==> config.mk <==
export PLATFORM = sky130hd
export DESIGN_NAME = hazard_control_unit
export DESIGN_NICKNAME = d
export VERILOG_FILES = /design/src/rtl/hazard_control_unit.sv
export SDC_FILE = /design/constraint.sdc
export NUM_CORES = 1
export LEC_CHECK = 0
export BUFFER_PORTS_ARGS = -buffer_cell sky130_fd_sc_hd__buf_2
export CORE_ASPECT_RATIO = 0.8
export CORE_MARGIN = 5
export CORE_UTILIZATION = 39
export CTS_BUF_LIST = sky130_fd_sc_hd__clkbuf_8
export DETAILED_ROUTE_END_ITERATION = 10
export HOLD_SLACK_MARGIN = 0.06
export MAX_ROUTING_LAYER = met4
export PLACE_DENSITY = 0.83
export SYNTH_ARGS = -nofsm -noshare
export SYNTH_HDL_FRONTEND = slang
export SYNTH_SLANG_ARGS = --single-unit
==> constraint.sdc <==
create_clock -name clock -period 1.85 [get_ports clock]
set_clock_uncertainty 0.1 [all_clocks]
set_input_delay 0.37 -clock clock [delete_from_list [all_inputs] [get_ports clock]]
set_output_delay 0.37 -clock clock [all_outputs]
set_load 0.005 [all_outputs]
==> src/rtl/hazard_control_unit.sv <==
// Pipeline hazard controller: memory-wait freeze, redirect dump/flush, load-use bubble.
// Optional operand forwarding is enabled by defining HAZARD_FORWARDING_EN.
module hazard_control_unit #(
  parameter int REG_ADDR_W   = 5,
  parameter int FLUSH_CYCLES = 1
) (
  input  logic                  clock,
  input  logic                  reset_n,
  input  logic                  valid_Decode,
  input  logic [REG_ADDR_W-1:0] rs1_Decode,
  input  logic [REG_ADDR_W-1:0] rs2_Decode,
  input  logic                  rs1_used_Decode,
  input  logic                  rs2_used_Decode,
  input  logic [REG_ADDR_W-1:0] writeback_Reg_Execute,
  input  logic                  reg_wEn_Execute,
  input  logic                  mem_read_Execute,
  input  logic [REG_ADDR_W-1:0] writeback_Reg_Memory,
  input  logic                  reg_wEn_Memory,
  input  logic                  mem_read_Memory,
  input  logic                  mem_ready,
  input  logic [REG_ADDR_W-1:0] writeback_Reg_Writeback,
  input  logic                  reg_wEn_Writeback,
  input  logic                  next_PC_select_Execute,
  output logic                  STALL_PC,
  output logic                  STALL_Fetch_Decode,
  output logic                  STALL_Decode_Execute,
  output logic                  STALL_Execute_Memory,
  output logic                  DUMP_Fetch_Decode,
  output logic                  DUMP_Decode_Execute,
  output logic [1:0]            forward_A_sel,
  output logic [1:0]            forward_B_sel
);

  localparam logic [0:0] ST_RUN   = 1'b0;
  localparam logic [0:0] ST_FLUSH = 1'b1;
  localparam logic [2:0] FLUSH_INIT = 3'(FLUSH_CYCLES);

  logic [0:0] state_reg, state_next;
  logic [2:0] flush_cnt_reg, flush_cnt_next;

  logic [REG_ADDR_W-1:0] rs [2];
  logic [1:0] rs_used;
  logic [1:0] match_ex, match_mem, match_wb;
  logic [1:0] fwd_sel [2];
  logic       load_use;
  logic       mem_wait;

  assign rs[0]   = rs1_Decode;
  assign rs[1]   = rs2_Decode;
  assign rs_used = {rs2_used_Decode, rs1_used_Decode};

  // A destination only matches when it is actually written and is not x0.
  generate
    for (genvar gi = 0; gi < 2; gi++) begin : g_operand
      assign match_ex[gi]  = reg_wEn_Execute && (writeback_Reg_Execute != '0) &&
                             (rs[gi] == writeback_Reg_Execute);
      assign match_mem[gi] = reg_wEn_Memory && (writeback_Reg_Memory != '0) &&
                             (rs[gi] == writeback_Reg_Memory);
      assign match_wb[gi]  = reg_wEn_Writeback && (writeback_Reg_Writeback != '0) &&
                             (rs[gi] == writeback_Reg_Writeback);
`ifdef HAZARD_FORWARDING_EN
      assign fwd_sel[gi] = match_mem[gi] ? 2'b01 :
                           match_wb[gi]  ? 2'b10 : 2'b00;
`else
      assign fwd_sel[gi] = 2'b00;
`endif
    end
  endgenerate

`ifdef HAZARD_FORWARDING_EN
  assign load_use = valid_Decode && mem_read_Execute && |(match_ex & rs_used);
`else
  // Without forwarding every in-flight producer blocks its consumer.
  assign load_use = valid_Decode && |((match_ex | match_mem | match_wb) & rs_used);
  logic unused_mem_read_execute;
  assign unused_mem_read_execute = mem_read_Execute;
`endif

  assign mem_wait = mem_read_Memory && !mem_ready;

  always_comb begin
    STALL_PC             = 1'b0;
    STALL_Fetch_Decode   = 1'b0;
    STALL_Decode_Execute = 1'b0;
    STALL_Execute_Memory = 1'b0;
    DUMP_Fetch_Decode    = 1'b0;
    DUMP_Decode_Execute  = 1'b0;
    forward_A_sel        = fwd_sel[0];
    forward_B_sel        = fwd_sel[1];
    state_next           = state_reg;
    flush_cnt_next       = flush_cnt_reg;

    if (!reset_n) begin
      DUMP_Fetch_Decode   = 1'b1;
      DUMP_Decode_Execute = 1'b1;
      forward_A_sel       = 2'b00;
      forward_B_sel       = 2'b00;
    end else if (mem_wait) begin
      STALL_PC             = 1'b1;
      STALL_Fetch_Decode   = 1'b1;
      STALL_Decode_Execute = 1'b1;
      STALL_Execute_Memory = 1'b1;
    end else if (next_PC_select_Execute) begin
      DUMP_Fetch_Decode   = 1'b1;
      DUMP_Decode_Execute = 1'b1;
      if (FLUSH_CYCLES > 0) begin
        state_next     = ST_FLUSH;
        flush_cnt_next = FLUSH_INIT;
      end
    end else if (state_reg == ST_FLUSH) begin
      DUMP_Fetch_Decode = 1'b1;
      flush_cnt_next    = flush_cnt_reg - 3'd1;
      if (flush_cnt_reg <= 3'd1) state_next = ST_RUN;
    end else if (load_use) begin
      STALL_PC            = 1'b1;
      STALL_Fetch_Decode  = 1'b1;
      DUMP_Decode_Execute = 1'b1;
    end
  end

  always_ff @(posedge clock or negedge reset_n) begin
    if (!reset_n) begin
      state_reg     <= ST_RUN;
      flush_cnt_reg <= 3'd0;
    end else begin
      state_reg     <= state_next;
      flush_cnt_reg <= flush_cnt_next;
    end
  end

endmodule

== Yosys cells after proc, flatten, opt, wreduce, memory -nomap -nowiden ==
Cells that the tools add are included.

* Register bits after elaboration: 4
* Latch bits: 0
* RAM bits: 0
* Bits in read-only memories: 0
* Bits of input ports: 37
* Output and inout bits: 10
* Word-level logic and storage cells: 52
* Memories: 0

* Add/subtract/negate cells: 1
* Multiply operators: 0
* Div/mod/pow operators: 0
* Order comparisons: 1
* Eq/ne operators: 6
* Shift operators: 0
* Mux-type cells: 19
* Bitwise logic cells: 4
* Reductions and logical operators: 19

{| class="wikitable"
|+ Operators by type and width
! operator !! number
|-
| $eq 5x5->1 || 6
|-
| $mux 1 || 17
|-
| $reduce_bool 5->1 || 3
|-
| $logic_and 1x1->1 || 11
|-
| $mux 3 || 2
|-
| $or 2x2->2 || 2
|-
| $le 3x1->1 const B || 1
|-
| $reduce_and 3->1 || 1
|-
| $sub 3x1->3 const B || 1
|-
| $and 2x2->2 || 1
|-
| $reduce_and 2->1 || 1
|-
| $reduce_bool 2->1 || 1
|-
| $reduce_or 2->1 || 1
|-
| $logic_not 1->1 || 1
|-
| $not 1->1 || 1
|}

== Depth between registers and ports, before layout ==
Gate-level depths: netlist (run 1).

* Depth after elaboration: 13
* Mapped depth: 6
* Mapped depth without buffers: 5

== Worst setup path after synthesis (run 1) ==
OpenSTA, ideal clock, no wires.

* Kind: input -> output
* Start: input port writeback_Reg_Writeback[1]
* End: output port STALL_PC
* Data arrival time: 1.610 ns
* Data required time: 1.380 ns
* Setup slack: -0.230 ns
* Stages on the path: 6
* Path buffers: 1
* Path through: or4_1 > o21ai_2 > nor4_1 > o31ai_1 > nand3b_1 > buf_4

* Cells in the longest elaborated chain, start to end: 12
* Elaborated cells on any way between the ends: 15
* Those cells by class: eq/ne: 2; mux: 5; bitwise: 2; reduce/logical: 6

{| class="wikitable"
|+ RTL lines
! element !! line !! text
|-
| start, declared || 21 || <nowiki>input logic [REG_ADDR_W-1:0] writeback_Reg_Writeback,</nowiki>
|-
| $reduce_bool 5->1 || 59 || <nowiki>assign match_wb[gi] = reg_wEn_Writeback && (writeback_Reg_Writeback != '0) &&</nowiki>
|-
| $logic_and 1x1->1 (2 in a row) || 59 ||
|-
| $or 2x2->2 * || 74 || <nowiki>assign load_use = valid_Decode && |((match_ex | match_mem | match_wb) & rs_used);</nowiki>
|-
| $and 2x2->2 * || 74 ||
|-
| $reduce_or 2->1 * || 74 ||
|-
| $logic_and 1x1->1 * || 74 ||
|-
| $mux 1 * (5 in a row) || n/a ||
|-
| end, declared || 24 || <nowiki>output logic STALL_PC,</nowiki>
|}

Mark *: on every way between the ends. The rest lies on a longest branch, timed or not.

== Worst setup path after layout (run 1) ==
* Start: input port writeback_Reg_Writeback[1]
* End: output port DUMP_Decode_Execute

* Cells in the longest elaborated chain, start to end: 12
* Elaborated cells on any way between the ends: 15
* Those cells by class: eq/ne: 2; mux: 5; bitwise: 2; reduce/logical: 6

{| class="wikitable"
|+ RTL lines
! element !! line !! text
|-
| $reduce_bool 5->1 || 59 ||
|-
| $logic_and 1x1->1 (2 in a row) || 59 ||
|-
| $or 2x2->2 * || 74 ||
|-
| $and 2x2->2 * || 74 ||
|-
| $reduce_or 2->1 * || 74 ||
|-
| $logic_and 1x1->1 * || 74 ||
|-
| $mux 1 * || 114 || <nowiki>end else if (load_use) begin</nowiki>
|-
| $mux 1 * || 110 || <nowiki>end else if (state_reg == ST_FLUSH) begin</nowiki>
|-
| $mux 1 * || 103 || <nowiki>end else if (next_PC_select_Execute) begin</nowiki>
|-
| $mux 1 * || 98 || <nowiki>end else if (mem_wait) begin</nowiki>
|-
| $mux 1 * || 93 || <nowiki>if (!reset_n) begin</nowiki>
|-
| end, declared || 29 || <nowiki>output logic DUMP_Decode_Execute,</nowiki>
|}

Marks and branches as above.

==> results.md, run 1 <==
- Final Hold Viols: 0
- Cell area after layout: ~1200 um^2
- F_max: between 400 and 500 MHz
- Die W: ~59 um
- Cell count after synthesis: 94
- Final Max Tran Viols: 0
- Simple-Gate Fraction of Synth Area: 22.41%
- Tightest Pin Transition: around 0.49 ns
- Crit path max-delay family: compound AO/OA/AOI/OAI gates
- Largest stage delay, worst path: approximately 0.53 ns
- Num CTS Buffers: 3
- LEAKAGE: between 0.0005 and 0.0006 uW
- Outcome: finished, violations left
- Count of cell types in the netlist: 28
- Final ANT Viol Nets: 0
- Peak fanout along the critical path: 2
- Post-synth EDFFs: 0
- Cell row count: 14
- Placed cell areas: 1099 um^2
- Setup Viol. Count Final: 3
- Number of diodes: 0
- Detailed placement HPWL: 2.035 mm
- CTS clk-pin slew, worst paths: about 0.03 ns
- Fin crit period: 2.336 ns
- Critical path launch point type: primary input
- Die H: just under 50 um
- Util after Layout: ~67%
- Peak supply drop: 0.0005079 V
- Internal cell power: roughly 450 uW
- Sequential fraction of the synthesis area: a little over an eighth
- Psw: 266.3 uW
- Failing checks: negative setup slack
- Clock Sinks: 4
- Fraction of final layout cells sized beyond drive strength 1: 48.41%
- Warnings from Yosys: 0
- Ports: 47
- Worst EP arrival: 1.87 ns
- Worst Hold Class: in2reg
- Initial DRT Pass Iterations: 4
- Vias in the first global route: about 980
- Crit path cell chain: buf_6, or4_4, o21ai_4, nor4_4, o311ai_2, a31oi_1, buf_2
- Worst EP required: 1.38 ns
- Fin nets: around 200
- Switching Fraction: a little under two fifths
- GRT overflow: 0
- GRT Resource Usage Total: a little under a fifth
- Worst path bufs/invs: 2
- Initial DRC count: 27
- Largest family of logic cells by synthesized area: XOR/XNOR gates
- DR vias/cell: approximately 5.1
- Drt total wl: 2.561 mm
- Setup CP Type: in2out
- First-pass GRT wire length: 4.064 mm
- Number of max-cap violations: 0
- Area grow syn2layout: 67.23%
- Slowest cell on crit path: or4_4
- Largest net degree at the start of global routing: 7
- Vias: 925
- Root buf cell: clkbuf_8
- Die ar.: 2864 um^2
- H-Tree Depth: 1
- Compound-Gate Fraction of Synth Area: 14.94%
- Reg power frac: 24.6%
- Cell Area, Synth: 737.0 um^2
- Synth Area in Adders: roughly 3.4%
- Worst-Skew Late Latency: 0.22 ns
- Pwr/cell area: 585.1 nW/um^2
- RePlAce Congestion: between 0.9 and 1
- Relative slew slack: 67.14%
- Final worst setup slack: -0.4858 ns
- Max reg flops: 3
- Critical path endpoint category: primary output
- Share of synthesized flip-flops with an asynchronous set or reset: 100.0%
- CTS tree: done
- Logic pwr share: 50.1%
- Initial Util: about two fifths
- Initial antenna violation count: 0
- RSZ-0062 raised after global routing: yes
- Final period util: 126.3%
- DRC Markers: 0
- Clock Path Buffers: 2
- Xor/xnor share of the synthesized area: 35.65%
- Most used flip-flop cell after synthesis: dfrtp_1
- Number of synthesized register bits: 4
- Drt wl/cell: roughly 14 um
- Post-synthesis mux area share: about 1.4%
- Port bufs: just over 40
- Core Area: 1839 um^2
- Avg Inst Size Synth: ~8 um^2
- Clock power frac: 25.3%
-- routing by layer --
layer / GRT usage, % / vias to the layer above / wire length, um
met4: 9.434 / 0 / 34
met3: 2.910 / 4 / 149
li1: - / 451 / -
met2: 31.97 / 36 / 1365
met1: 19.41 / 434 / 1011
met5: - / - / 0
-- worst paths after layout --
| kind | from | to | slack (ns) | cells past startpoint |
|---|---|---|---|---|
| max in group asynchronous | reset_n | flush_cnt_reg[2] | 1.03 | 3 |
| setup / recovery | writeback_Reg_Writeback[1] | DUMP_Decode_Execute | -0.49 | 7 |
| min in group asynchronous | reset_n | state_reg | 0.51 | 3 |
| hold / removal | next_PC_select_Execute | flush_cnt_reg[1] | 0.31 | 2 |
| hold reg to reg | flush_cnt_reg[0] | flush_cnt_reg[0] | 0.44 | 1 |
| setup reg to reg | flush_cnt_reg[0] | flush_cnt_reg[2] | 0.64 | 5 |
-- worst reg2reg max path, delay by kind of cell, from the launching register on --
family	cells	cell delay [ns]
flip-flops	1	0.39
adder cells (fa/ha/maj)	1	0.19
multiplexers	1	0.17
AO/OA/AOI/OAI	1	0.09
AND/OR/NAND/NOR	1	0.08
buffers and inverters	1	0.06
-- through the flow --
stage          power (uW)  instances  setup TNS (ns)  worst slack (ns)  hold slack (ns)
3_5_place_dp        512.5        176          -1.252           -0.4640           0.1821
2_1_floorplan       369.2         97         -0.4041           -0.2271         -0.02559
5_1_grt             778.7        181          -1.540           -0.5444           0.3382
6_report            721.1        181          -1.280           -0.4858           0.3133
3_3_place_gp        495.1        176          -1.094           -0.3739           0.1780
4_1_cts             715.3        181          -1.188           -0.4535           0.3144
-- cell usage after synthesis, types with 2 or more instances --
library cell  count  area, um^2
xnor2_1          18       157.7
xor2_1           12       105.1
buf_4             6       45.04
nor4_1            6       37.54
nor2_1            5       18.77
o21ai_0           5       25.02
dfrtp_1           4       100.1
inv_1             4       15.01
nand2_1           4       15.01
nand3_1           4       20.02
or4_1             3       22.52
and3_1            2       12.51
ha_1              2       25.02
nand4_1           2       12.51
o21ai_2           2       17.52
o311ai_1          2       17.52
o31ai_1           2       15.01
-- repair_timing --
| action | CTS | global route |
|---|---|---|
| hold buffers | 1 | 0 |
| endpoints found under the hold margin | 4 | 0 |
| cloned | 0 | 0 |
| endpoints found under the setup margin | 3 | 3 |
| resized for setup | 9 | 3 |
| buffers inserted | 1 | 0 |
| pin swaps | 3 | 7 |
-- cells by family (layout without fill, tap and decap cells) --
logic type,Yosys count,in the layout
adder cells (fa/ha/maj),2,2
multiplexers,1,1
other,1,4
flip-flops,4,4
AND/OR/NAND/NOR,30,30
XOR/XNOR,30,30
buffers and inverters,10,70
AO/OA/AOI/OAI,16,16
-- cell type report --
type,instances,area (um^2)
Tap cell,24,30.03
Multi-Input combinational cell,83,666.9
Timing Repair Buffer,63,379.1
Sequential cell,4,100.1
Fill cell,167,606.8
Clock buffer,3,41.29
Inverter,4,15.01
-- power by group through the flow --
stage / combinational (uW) / clock, uW / sequential (uW)
floorplan: 205 / 0 / 164
global placement: 321 / 0 / 175
detailed placement: 336 / 0 / 177
CTS: 352 / 186 / 177
global route: 401 / 191 / 187
finish: 361 / 183 / 177
-- placed cells by master (no fill, tap or decap), types with 3 or more instances in the layout --
cell and count:
nand3_1 4, xnor2_1 18, o21ai_0 5, nor2_1 4, conb_1 4, buf_2 40, dfrtp_1 4, clkbuf_8 3
or4_4 3, buf_4 21, inv_1 4, nand2_1 4, xor2_1 12
(Power assumes the default switching activity.)
==> run 2: changes to the inputs <==
==> constraint.sdc (replaced) <==
create_clock -name clock -period 2.1 [get_ports clock]
set_clock_uncertainty 0.1 [all_clocks]
set_input_delay 0.42 -clock clock [delete_from_list [all_inputs] [get_ports clock]]
set_output_delay 0.42 -clock clock [all_outputs]
set_load 0.005 [all_outputs]
==> run 2 against run 1 <==
Net effect:
- the run still ends with negative setup slack left
- worst setup slack better by 0.23 ns
- non-clock buffer count is 3 lower
- clock-buffer cell count is the same
- flip-flop and latch count unchanged
- final area shrank 1.5%
- die area unchanged
- critical path type unchanged
- critical endpoint is now STALL_PC
- largest cell class unchanged
- largest power group unchanged
- highest routed layer unchanged
==> results.md, run 2 (synthesis results as in run 1) <==
- Die W: 58.60 um (unchanged)
- Crit. Startpoint: writeback_Reg_Writeback[1] (unchanged)
- Hold wc startpoint: next_PC_select_Execute (unchanged)
- Crit path cell chain: buf_2, or4_4, o21ai_4, nor4_2, o31ai_1, nand3b_1, buf_2 (was buf_6, or4_4, o21ai_4, nor4_4, o311ai_2, a31oi_1, buf_2)
- PnR Total Power: 649.8 uW (was 721.1 uW)
- Area of the multi-input gates: 670.6 um^2 (was 666.9 um^2)
- Final worst setup slack: -0.2525 ns (was -0.4858 ns)
- Peak fanout along the critical path: 2 (unchanged)
- Final period util: 112.0%
- Peak supply drop: 0.0004645 V (was 0.0005079 V)
- LEAKAGE: 0.0005698 uW (was 0.0005882 uW)
- Leading cell type in the layout, fill and taps excluded: buf_2 (unchanged)
- Setup Viol. Count Final: 3 (unchanged)
- Fillers: 166 (was 167)
- Post-CTS setup buffers: 0 (was 1)
- Ports: 47 (unchanged)
- R2r endpoint: flush_cnt_reg[1] (was flush_cnt_reg[2])
- Detailed placement HPWL: 2.035 mm (about the same)
- R2R Setup Slk: 0.80 ns (was 0.64 ns)
- R2r startpoint: flush_cnt_reg[0] (unchanged)
- Pwr/cell area: 535.4 nW/um^2 (was 585.1 nW/um^2)
- Port bufs: 41 (unchanged)
- Drt total wl: 2.460 mm (was 2.561 mm)
- Critical path endpoint category: primary output (unchanged)
- Number of diodes: 0 (unchanged)
- Initial Util: 40.07% (unchanged)
- Final Max Tran Viols: 0 (unchanged)
- Max reg flops: 3 (unchanged)
- Hold Crit Depth: 2 (unchanged)
- Initial DRC count: 18 (was 27)
- DRC Markers: 0 (unchanged)
- Fraction of final layout cells sized beyond drive strength 1: 47.40% (was 48.41%)
- Outcome: finished, violations left (unchanged)
- Setup CP Type: in2out (unchanged)
- Non-Filler Instances: 178 (was 181)
- Drt wl/cell: 13.82 um (was 14.15 um)
- Slowest cell on crit path: or4_4 (unchanged)
- Die H: 48.88 um (unchanged)
- Die ar.: 2864 um^2 (unchanged)
- Worst-Skew Late Latency: 0.21 ns (was 0.22 ns)
- Worst EP required: 1.58 ns (was 1.38 ns)
- Critical path launch point type: primary input (unchanged)
- Vias: 889 (was 925)
- Number of max-cap violations: 0 (unchanged)
- F_max: between 400 and 500 MHz
- Cell row count: 14 (unchanged)
- Worst EP arrival: 1.83 ns (was 1.87 ns)
- GRT overflow: 0 (unchanged)
- RePlAce Congestion: 0.9002 (was 0.9612)
- Final ANT Viol Nets: 0 (unchanged)
- Largest stage delay, worst path: 0.53 ns (about the same)
- Fin crit period: 2.353 ns
- First-pass GRT wire length: 3.905 mm (was 4.064 mm)
- Worst path bufs/invs: 2 (unchanged)
- Worst Hold Class: in2reg (unchanged)
- Area grow syn2layout: 64.69% (was 67.23%)
- DR vias/cell: 4.994 (was 5.110)
- Placed insts: 174 (was 176)
- Initial DRT Pass Iterations: 4 (unchanged)
- Core Area: 1839 um^2 (unchanged)
- Vias in the first global route: 925 (was 978)
- Storage cell area: 100.1 um^2 (unchanged)
- Initial antenna violation count: 0 (unchanged)
- CTS clk-pin slew, worst paths: 0.03 ns (about the same)
- Final Hold Viols: 0 (unchanged)
- GRT Resource Usage Total: 17.72% (was 18.24%)
- Hold EP: flush_cnt_reg[1] (unchanged)
- Clock Sinks: 4 (unchanged)
- RSZ-0062 raised after global routing: yes (unchanged)
- Crit path max-delay family: simple AND/OR/NAND/NOR gates (was compound AO/OA/AOI/OAI gates)
- Worst R2R Path Depth: 4 (was 5)
- Fin nets: 195 (was 198)
- CP most frequent cell: buf_2
- CTS tree: done (unchanged)
- Most frequent cells in the layout: 40 x buf_2, 18 x xnor2_1, 18 x buf_4 (was 40 x buf_2, 21 x buf_4, 18 x xnor2_1)
- Largest net degree at the start of global routing: 7 (unchanged)
- Clock Path Buffers: 2 (unchanged)
- Num CTS Buffers: 3 (unchanged)
- Root buf cell: clkbuf_8 (unchanged)
- Failing checks: negative setup slack (unchanged)
- H-Tree Depth: 1 (unchanged)
-- run 2: worst max-delay path by stage --
stage	to	slack, ns	cells past startpoint
global placement	DUMP_Decode_Execute	-0.25	7
finish	STALL_PC	-0.25	7
CTS	DUMP_Decode_Execute	-0.27	7
global route	DUMP_Decode_Execute	-0.35	8
floorplan	STALL_PC	-0.08	6
detailed placement	DUMP_Decode_Execute	-0.28	7
-- run 2: through the flow --
| stage | TNS [ns] | util [%] | setup WS, ns | area [um^2] | hold slack [ns] |
|---|---|---|---|---|---|
| 2_1_floorplan | -0.07976 | - | -0.07976 | 748.2 | 0.02441 |
| 3_3_place_gp | -0.6536 | 58.37 | -0.2462 | 1074 | 0.1431 |
| 3_5_place_dp | -0.7756 | 58.37 | -0.2792 | 1074 | 0.1490 |
| 4_1_cts | -0.7635 | 63.47 | -0.2660 | 1167 | 0.3610 |
| 5_1_grt | -1.027 | 65.99 | -0.3491 | 1214 | 0.3812 |
| 6_report | -0.7528 | 65.99 | -0.2525 | 1214 | 0.3715 |
-- run 2: repair_timing --
| item | in CTS | in global routing |
|---|---|---|
| gates cloned | 0 | 0 |
| setup endpoints to repair | 3 | 3 |
| hold buffers | 1 | 0 |
| gates resized for setup | 7 | 7 |
| endpoints found under the hold margin | 4 | 0 |
| pin swaps | 6 | 6 |
-- run 2: routing by layer --
metal  up-vias  track usage, %  part of all wire, %  routed length, um
met5         -               -                    0                  0
met4         0           4.528                 0.85                 21
met3         2           2.646                  5.1                126
met2        36           32.34                   53               1311
met1       401           19.81                   41               1001
li1        450               -                    -                  -
-- run 2: power breakdown --
group	total [uW]	internal [uW]	leakage, uW	switching (uW)
combinational	329	164	0.000500	165
clock	162	122	0.0000216	40.0
sequential	159	115	0.0000480	44.3
-- run 2: area by class of cell --
cell class	count	area share, %
Tap cell	24	2.474
Clock buffer	3	3.402
Inverter	4	1.237
Multi-Input combinational cell	83	55.26
Sequential cell	4	8.247
Timing Repair Buffer	60	29.38
